### config.mk
export PLATFORM = sky130hd
export DESIGN_NAME = md_unit
export DESIGN_NICKNAME = d
export VERILOG_FILES = /design/src/rtl/md_unit_pkg.sv /design/src/rtl/md_calc.sv /design/src/rtl/md_unit.sv
export SDC_FILE = /design/constraint.sdc
export NUM_CORES = 2
export LEC_CHECK = 0
export CELL_PAD_IN_SITES_DETAIL_PLACEMENT = 1
export CELL_PAD_IN_SITES_GLOBAL_PLACEMENT = 1
export CORE_UTILIZATION = 45
export CTS_BUF_LIST = sky130_fd_sc_hd__clkbuf_16
export DETAILED_ROUTE_END_ITERATION = 10
export PLACE_DENSITY = 0.79
export SLEW_MARGIN = 40
export SYNTH_ARGS = -nofsm -noshare
export SYNTH_HDL_FRONTEND = slang
export SYNTH_SLANG_ARGS = --single-unit
export TNS_END_PERCENT = 10
### constraint.sdc
create_clock -name clk -period 1.75 [get_ports clk]
set_input_delay 0.2625 -clock clk [delete_from_list [all_inputs] [get_ports clk]]
set_output_delay 0.2625 -clock clk [all_outputs]
set_load 0.03 [all_outputs]
### src/rtl/md_unit_pkg.sv
// md_defs: shared definitions for the E-stage multiply/divide unit.
//   - md_op encodings driven by the E-stage decoder
//   - FSM state encodings for md_unit
//   - default busy-cycle counts for multiply and divide
//   - small decode helpers used by the datapath and the control FSM
package md_defs;

    // Operation encodings; 3'd7 is reserved and behaves like MD_NONE.
    localparam logic [2:0] MD_NONE  = 3'd0;
    localparam logic [2:0] MD_MULT  = 3'd1;
    localparam logic [2:0] MD_MULTU = 3'd2;
    localparam logic [2:0] MD_DIV   = 3'd3;
    localparam logic [2:0] MD_DIVU  = 3'd4;
    localparam logic [2:0] MD_MTHI  = 3'd5;
    localparam logic [2:0] MD_MTLO  = 3'd6;

    // FSM state encodings.
    localparam logic [0:0] MD_IDLE = 1'b0;
    localparam logic [0:0] MD_RUN  = 1'b1;

    // Default latencies in cycles of busy.
    localparam int MD_MULT_CYCLES_DEF = 5;
    localparam int MD_DIV_CYCLES_DEF  = 10;

    // True for operations that treat their operands as two's complement.
    function automatic logic md_is_signed(input logic [2:0] op);
        return (op == MD_MULT) || (op == MD_DIV);
    endfunction

    // Two's-complement negation of a 32-bit value.
    function automatic logic [31:0] md_neg32(input logic [31:0] v);
        return ~v + 32'd1;
    endfunction

endpackage

### src/rtl/md_calc.sv
// md_calc: purely combinational multiply/divide datapath.
//   md_op    in  : operation select (md_defs encodings)
//   rs_val   in  : first operand (multiplicand / dividend)
//   rt_val   in  : second operand (multiplier / divisor)
//   result   out : {hi, lo}; product for mult, {remainder, quotient} for div
//   div_zero out : divide operation with rt_val == 0 (result is meaningless)
// Signed operations are done on magnitudes and the sign is restored after,
// which makes 0x80000000 / -1 come out as lo=0x80000000, hi=0 with no
// special case, and keeps truncation toward zero with the remainder
// following the dividend's sign.
module md_calc
    import md_defs::*;
(
    input  logic [2:0]  md_op,
    input  logic [31:0] rs_val,
    input  logic [31:0] rt_val,
    output logic [63:0] result,
    output logic        div_zero
);

    logic        sgn_s;
    logic        a_neg_s;
    logic        b_neg_s;
    logic [31:0] a_mag_s;
    logic [31:0] b_mag_s;
    logic [31:0] divisor_s;
    logic [63:0] prod_mag_s;
    logic [31:0] quot_mag_s;
    logic [31:0] rem_mag_s;
    logic [63:0] prod_s;
    logic [31:0] quot_s;
    logic [31:0] rem_s;

    // Magnitude/sign datapath shared by multiply and divide.
    always_comb begin
        sgn_s      = md_is_signed(md_op);
        a_neg_s    = sgn_s & rs_val[31];
        b_neg_s    = sgn_s & rt_val[31];
        a_mag_s    = a_neg_s ? md_neg32(rs_val) : rs_val;
        b_mag_s    = b_neg_s ? md_neg32(rt_val) : rt_val;
        // Substitute a divisor of 1 so the divider never sees zero.
        divisor_s  = (b_mag_s == 32'd0) ? 32'd1 : b_mag_s;
        prod_mag_s = {32'd0, a_mag_s} * {32'd0, b_mag_s};
        quot_mag_s = a_mag_s / divisor_s;
        rem_mag_s  = a_mag_s % divisor_s;
        prod_s     = (a_neg_s ^ b_neg_s) ? (~prod_mag_s + 64'd1) : prod_mag_s;
        quot_s     = (a_neg_s ^ b_neg_s) ? md_neg32(quot_mag_s) : quot_mag_s;
        rem_s      = a_neg_s ? md_neg32(rem_mag_s) : rem_mag_s;
    end

    // Result select by operation.
    always_comb begin
        result   = 64'd0;
        div_zero = 1'b0;
        case (md_op)
            MD_MULT, MD_MULTU: begin
                result = prod_s;
            end
            MD_DIV, MD_DIVU: begin
                result   = {rem_s, quot_s};
                div_zero = (rt_val == 32'd0);
            end
            default: begin
                result   = 64'd0;
                div_zero = 1'b0;
            end
        endcase
    end

endmodule

### src/rtl/md_unit.sv
// md_unit: E-stage multiply/divide unit holding the HI/LO registers.
//   clk    in  : rising-edge clock
//   reset  in  : asynchronous active-low reset
//   start  in  : one-cycle request strobe
//   md_op  in  : operation (md_defs encodings)
//   rs_val in  : forwarded rs operand
//   rt_val in  : forwarded rt operand
//   busy   out : result in flight; HI/LO not yet updated
//   hi     out : HI register
//   lo     out : LO register
// The result is computed in the request cycle and parked in pend_hi/pend_lo;
// the counter only models the architectural latency. HI/LO keep their old
// values until the commit edge, so readers must stall on busy.
module md_unit
    import md_defs::*;
#(
    parameter int MULT_CYCLES = MD_MULT_CYCLES_DEF,
    parameter int DIV_CYCLES  = MD_DIV_CYCLES_DEF
) (
    input  logic        clk,
    input  logic        reset,
    input  logic        start,
    input  logic [2:0]  md_op,
    input  logic [31:0] rs_val,
    input  logic [31:0] rt_val,
    output logic        busy,
    output logic [31:0] hi,
    output logic [31:0] lo
);

    localparam int MAX_CYCLES = (MULT_CYCLES > DIV_CYCLES) ? MULT_CYCLES : DIV_CYCLES;
    localparam int CNT_W      = $clog2(MAX_CYCLES + 1);
    localparam logic [CNT_W-1:0] MULT_CNT = CNT_W'(MULT_CYCLES);
    localparam logic [CNT_W-1:0] DIV_CNT  = CNT_W'(DIV_CYCLES);
    localparam logic [CNT_W-1:0] CNT_ONE  = CNT_W'(1);
    localparam logic [CNT_W-1:0] CNT_ZERO = CNT_W'(0);

    logic [0:0]       state_q,    state_d;
    logic [CNT_W-1:0] cnt_q,      cnt_d;
    logic             busy_q,     busy_d;
    logic [31:0]      hi_q,       hi_d;
    logic [31:0]      lo_q,       lo_d;
    logic [31:0]      pend_hi_q,  pend_hi_d;
    logic [31:0]      pend_lo_q,  pend_lo_d;
    // Cleared for divide-by-zero so the commit edge leaves HI/LO untouched.
    logic             pend_ok_q,  pend_ok_d;

    logic [63:0]      calc_res_s;
    logic             calc_div_zero_s;

    md_calc u_calc (
        .md_op    (md_op),
        .rs_val   (rs_val),
        .rt_val   (rt_val),
        .result   (calc_res_s),
        .div_zero (calc_div_zero_s)
    );

    // Control FSM, latency counter and HI/LO next-state logic.
    always_comb begin
        state_d   = state_q;
        cnt_d     = cnt_q;
        busy_d    = busy_q;
        hi_d      = hi_q;
        lo_d      = lo_q;
        pend_hi_d = pend_hi_q;
        pend_lo_d = pend_lo_q;
        pend_ok_d = pend_ok_q;
        case (state_q)
            MD_IDLE: begin
                if (start) begin
                    case (md_op)
                        MD_MULT, MD_MULTU: begin
                            pend_hi_d = calc_res_s[63:32];
                            pend_lo_d = calc_res_s[31:0];
                            pend_ok_d = 1'b1;
                            cnt_d     = MULT_CNT;
                            busy_d    = 1'b1;
                            state_d   = MD_RUN;
                        end
                        MD_DIV, MD_DIVU: begin
                            pend_hi_d = calc_res_s[63:32];
                            pend_lo_d = calc_res_s[31:0];
                            pend_ok_d = ~calc_div_zero_s;
                            cnt_d     = DIV_CNT;
                            busy_d    = 1'b1;
                            state_d   = MD_RUN;
                        end
                        MD_MTHI: begin
                            hi_d = rs_val;
                        end
                        MD_MTLO: begin
                            lo_d = rs_val;
                        end
                        default: begin
                            state_d = MD_IDLE;
                        end
                    endcase
                end else begin
                    state_d = MD_IDLE;
                end
            end
            MD_RUN: begin
                // Requests arriving here are dropped on purpose.
                if (cnt_q == CNT_ONE) begin
                    if (pend_ok_q) begin
                        hi_d = pend_hi_q;
                        lo_d = pend_lo_q;
                    end else begin
                        hi_d = hi_q;
                        lo_d = lo_q;
                    end
                    cnt_d   = CNT_ZERO;
                    busy_d  = 1'b0;
                    state_d = MD_IDLE;
                end else begin
                    cnt_d = cnt_q - CNT_ONE;
                end
            end
            default: begin
                state_d = MD_IDLE;
                cnt_d   = CNT_ZERO;
                busy_d  = 1'b0;
            end
        endcase
    end

    // State, counter, HI/LO and pending-result registers.
    always_ff @(posedge clk or negedge reset) begin
        if (!reset) begin
            state_q   <= MD_IDLE;
            cnt_q     <= CNT_ZERO;
            busy_q    <= 1'b0;
            hi_q      <= 32'd0;
            lo_q      <= 32'd0;
            pend_hi_q <= 32'd0;
            pend_lo_q <= 32'd0;
            pend_ok_q <= 1'b0;
        end else begin
            state_q   <= state_d;
            cnt_q     <= cnt_d;
            busy_q    <= busy_d;
            hi_q      <= hi_d;
            lo_q      <= lo_d;
            pend_hi_q <= pend_hi_d;
            pend_lo_q <= pend_lo_d;
            pend_ok_q <= pend_ok_d;
        end
    end

    assign busy = busy_q;
    assign hi   = hi_q;
    assign lo   = lo_q;

endmodule

==> flow_metrics.env, run 1 <==
export IMPL_io_buffers=134
export IMPL_grtUsageTotal_pct=91.6
export IMPL_haltStage="5_1_grt"
export IMPL_postPlaceCellArea_mm2=0.109
export IMPL_synth_seq_cells=135
export IMPL_cts_root_buf="clkbuf_16"
export IMPL_yosys_warnings=0
export IMPL_grt_pass1_wl_mm=1180
export IMPL_synth_avg_cell_area_um2=7.38
export IMPL_syn_area_mm2=0.0773
export IMPL_ios=135
export IMPL_place_gp_congestion=1.18
export IMPL_syn_inst=10500
export IMPL_synth_lib_cells_used_distinct=125
export IMPL_grt_overflow=4258
export IMPL_cts_htree_levels=4
export IMPL_synth_async_sr_flop_share_pct=100
export IMPL_place_hpwl_mm=462
export IMPL_status="did not finish"
export IMPL_syn_num_nets=12200
export IMPL_synth_ff_type="dfrtp_1"
export IMPL_start_util_pct=45.5
export IMPL_synth_enable_flop_cells=0
export IMPL_numCtsBuffers=17
export IMPL_rows=151
export IMPL_die_w_um=417
export IMPL_clockBufferDepth=2
export IMPL_error="[ERROR GRT-0116] Global routing finished with congestion. Check the congestion regions in the DRC Viewer."
export IMPL_grt_max_degree=65
export IMPL_clkSinkCount=135
export IMPL_ys_seq_area_share_pct=4.37
export IMPL_grt_pass1_vias=148000
export IMPL_die_h_um=417
[Yosys cell counts (all sizes together), types with 33 or more instances]
cell type,number,area (um^2)
a211o,33,289
a211oi,85,673
a21boi,36,270
a21o,261,1960
a21oi,726,3660
a31oi,178,1150
and2,76,475
and3,71,449
buf,130,623
clkbuf,354,1330
dfrtp,135,3380
fa,897,18000
ha,774,9680
inv,1191,4470
nand2,1610,6040
nand2b,79,494
nand3,193,981
nand4,102,669
nor2,1014,3810
nor2b,81,507
nor3,190,987
nor4,58,415
o211ai,89,698
o21a,116,872
o21ai,495,2500
o21bai,69,522
o31ai,70,531
or2,53,332
or3,87,549
or4,35,278
xnor2,387,3390
xor2,226,1980
[per-layer routing]
| metal | GRT usage [%] | GRT overflow |
|---|---|---|
| met2 | 105 | 2727 |
| met5 | 63.7 | 14 |
| met1 | 88.0 | 223 |
| met4 | 95.3 | 1089 |
| met3 | 80.6 | 205 |
[stage by stage]
step | utilization, % | instances | setup slack [ns]
after CTS | 65.6 | 16100 | -73.56
after detailed placement | 64.2 | 16000 | -78.95
after global placement | 64.2 | 16000 | -73.31
after floorplan | - | 10500 | -69.41
[cell families after synthesis]
group	count (synthesis)	share of synthesized area [%]
buf+inv	1681	8.33
simple gates	3752	21.9
xor+xnor	613	6.94
mux	62	0.853
flops	135	4.37
compound gates	2560	21.8
fa+ha+maj	1671	35.7
[repair_timing]
item                                    4_1_cts
setup buffers                                58
endpoints found under the setup margin      198
gates cloned                                  5
gates resized for setup                     320
endpoints found under the hold margin        45
hold buffers                                  1
pin swaps                                   108
==> run 2, diff against run 1 <==
Settings changed: CELL_PAD_IN_SITES_DETAIL_PLACEMENT 1 to not set, CELL_PAD_IN_SITES_GLOBAL_PLACEMENT 1 to not set, CORE_UTILIZATION 45 to 35, CTS_BUF_LIST sky130_fd_sc_hd__clkbuf_16 to not set, PLACE_DENSITY 0.79 to not set, PLACE_DENSITY_LB_ADDON set to 0.15.
Clock period 1.75 ns to 2.27 ns, I/O delays scaled along.
==> run 2 against run 1 <==
Effect of this change: the flow now finishes, with violations (setup timing); synthesized cell count unchanged; synthesized area unchanged.
==> flow_metrics.env, run 2 <==
export IMPL_io_buffers=134
export IMPL_grtUsageTotal_pct=42.0
export IMPL_start_util_pct=35.2
export IMPL_synth_async_sr_flop_share_pct=100
export IMPL_synth_top_cells_by_count="1,610 x nand2_1, 1,188 x inv_1, 1,012 x nor2_1"
export IMPL_yosysMostFrequentCell="nand2_1"
export IMPL_syn_to_final_growth_pct=53.3
export IMPL_cap_violations=0
export IMPL_drt_first_pass_iters=9
export IMPL_drt_total_wl_mm=484
export IMPL_yosys_area_top_type="fa_1"
export IMPL_crit_path_start_kind="primary input"
export IMPL_final_setup_tns_ns=-4409.03
export IMPL_clk_latency_ns=0.43
export IMPL_syn_area_mm2=0.0773
export IMPL_clkSinkCount=135
export IMPL_violations="setup timing"
export IMPL_finalHoldViolations=0
export IMPL_syn_num_nets=12200
export IMPL_tightest_slew_ns=0.995
export IMPL_critPathMaxFanout=7
export IMPL_grt_max_degree=58
export IMPL_die_area_mm2=0.223
export IMPL_worst_r2r_cell_count=5
export IMPL_grt_pass1_vias=95300
export IMPL_synth_avg_cell_area_um2=7.38
export IMPL_cts_htree_levels=4
export IMPL_rrSetupSlack_ns=0.47
export IMPL_drt_initial_drc_count=9022
export IMPL_via_per_inst=5.64
export IMPL_avgRoutedWirePerCell_um=28.3
export IMPL_synth_lib_cells_used_distinct=125
export IMPL_grt_overflow=0
export IMPL_grt_setup_unrepaired="yes"
export IMPL_layout_drive_gt1_share_pct=36.4
export IMPL_numCtsBuffers=17
export IMPL_yosys_warnings=0
export IMPL_fin_ws_ns=-69.75
export IMPL_fmaxAchievable_mhz=13.9
export IMPL_num_vias=96600
export IMPL_clockBufferDepth=2
export IMPL_clkTransAtPathRegs_ns=0.07
export IMPL_die_h_um=472
export IMPL_rr_endpoint="lo[31]"
export IMPL_setup_violations=64
export IMPL_synth_seq_cells=135
export IMPL_layout_nets=15900
export IMPL_cpMaxStageDelayCell="or4_4"
export IMPL_ys_seq_area_share_pct=4.37
export IMPL_cts_root_buf="clkbuf_16"
export IMPL_grt_pass1_wl_mm=677
export IMPL_cpMostUsedCell="buf_4"
export IMPL_final_cell_area_mm2=0.119
export IMPL_die_w_um=472
export IMPL_r2r_start="state_q"
export IMPL_place_hpwl_mm=404
export IMPL_cpPeakStageDelay_ns=0.60
export IMPL_synth_ff_type="dfrtp_1"
export IMPL_postPlaceCellArea_mm2=0.111
export IMPL_grt_antenna_before_repair=37
export IMPL_slew_headroom_pct=33.7
export IMPL_critPathRequiredTime_ns=2.62
export IMPL_synth_top_area_share_pct=23.2
export IMPL_ant_nets=0
export IMPL_final_cell_mix="3,838 x buf_4, 1,555 x nand2_1, 1,162 x inv_1, 929 x nor2_1, 897 x fa_1"
export IMPL_min_period_ns=72.02
export IMPL_layout_commonest_cell="buf_4"
export IMPL_core_mm2=0.220
export IMPL_place_gp_congestion=1.13
export IMPL_ios=135
export IMPL_end_kind="register"
export IMPL_synth_enable_flop_cells=0
export IMPL_skew_ns=0.00939
export IMPL_syn_inst=10500
export IMPL_status="complete, but fails checks"
export IMPL_crit_arrival_ns=72.37
export IMPL_ys_top_cells_by_area="fa_1 23%, ha_1 13%, nand2_1 7.8%"
export IMPL_dpl_worst_slack_ns=-74.85
export IMPL_layout_worst_path_cycle_share_pct=3170
export IMPL_path_class="primary input to register"
export IMPL_drc=0
export IMPL_cts_tree="yes"
export IMPL_report_final_slew_viol_count=0
export IMPL_hold_class="primary input to asynchronous set/reset pin"
export IMPL_rows=172
run 2: cell counts after synthesis:
Identical to the previous run, type by type.
run 2: metrics by stage:
stage               hold WS (ns)  util [%]  cells
detailed placement         0.366      50.5  16800
floorplan                 0.0449         -  10500
CTS                        0.485      51.8  17000
global route               0.494      53.9  17100
global placement           0.361      50.5  16800
finish                     0.469      54.0  17100
run 2: timing repair:
action                                  4_1_cts  5_1_grt
resized for setup                           283      776
hold buffers                                  1        0
gates cloned                                  1        5
pin swaps                                   131      417
buffers inserted                            102      139
endpoints found under the setup margin       65       65
hold endpoints to repair                     54        0
run 2: kinds of logic after synthesis:
family | synth area share [%]
flip-flops | 4.37
XOR/XNOR | 6.94
multiplexers | 0.853
buffers and inverters | 8.33
adder cells (fa/ha/maj) | 35.7
AO/OA/AOI/OAI | 21.8
AND/OR/NAND/NOR | 21.9
run 2: area by class of cell:
cell class	count	area [um^2]
fillers	21400	101000
multi-input cells	8659	74000
repair buffers	4118	32400
inverters	1197	4520
well taps	2958	3700
flip-flops and latches	135	3380
clock buffers	18	439
clock inverters	14	129
diodes	21	52.6
run 2: critical path, delay by kind of cell:
kind                     cells  cell delay (ns)
buffers and inverters       51             7.67
adder cells (fa/ha/maj)     31             7.84
XOR/XNOR                     6             0.98
AND/OR/NAND/NOR            126            23.28
AO/OA/AOI/OAI              161            31.71
multiplexers                 1             0.34
run 2: metal layers:
layer | part of all wire [%] | track usage (%) | vias to the layer above
li1 | - | - | 43000
met1 | 39 | 52.2 | 47700
met2 | 43 | 65.2 | 4580
met3 | 8.3 | 7.97 | 1323
met4 | 9.1 | 30.1 | 26
met5 | 0.034 | 0 | -
run 2: how the worst max path moves through the flow:
stage               slack, ns  depth (start not counted)  startpoint            end
finish                 -69.75                        376  rt_val[24]  pend_hi_q[30]
global route           -72.06                        378  rt_val[22]  pend_hi_q[30]
CTS                    -70.13                        366  rt_val[20]  pend_hi_q[27]
detailed placement     -74.85                        367  rt_val[20]  pend_hi_q[27]
global placement       -74.33                        368   rt_val[1]  pend_hi_q[27]
floorplan              -68.97                        390   rt_val[0]  pend_hi_q[31]
Power of run 2 is left out: the tool's default activity adds up to more than one toggle a clock period on the data nets, which glitch-free logic cannot reach.
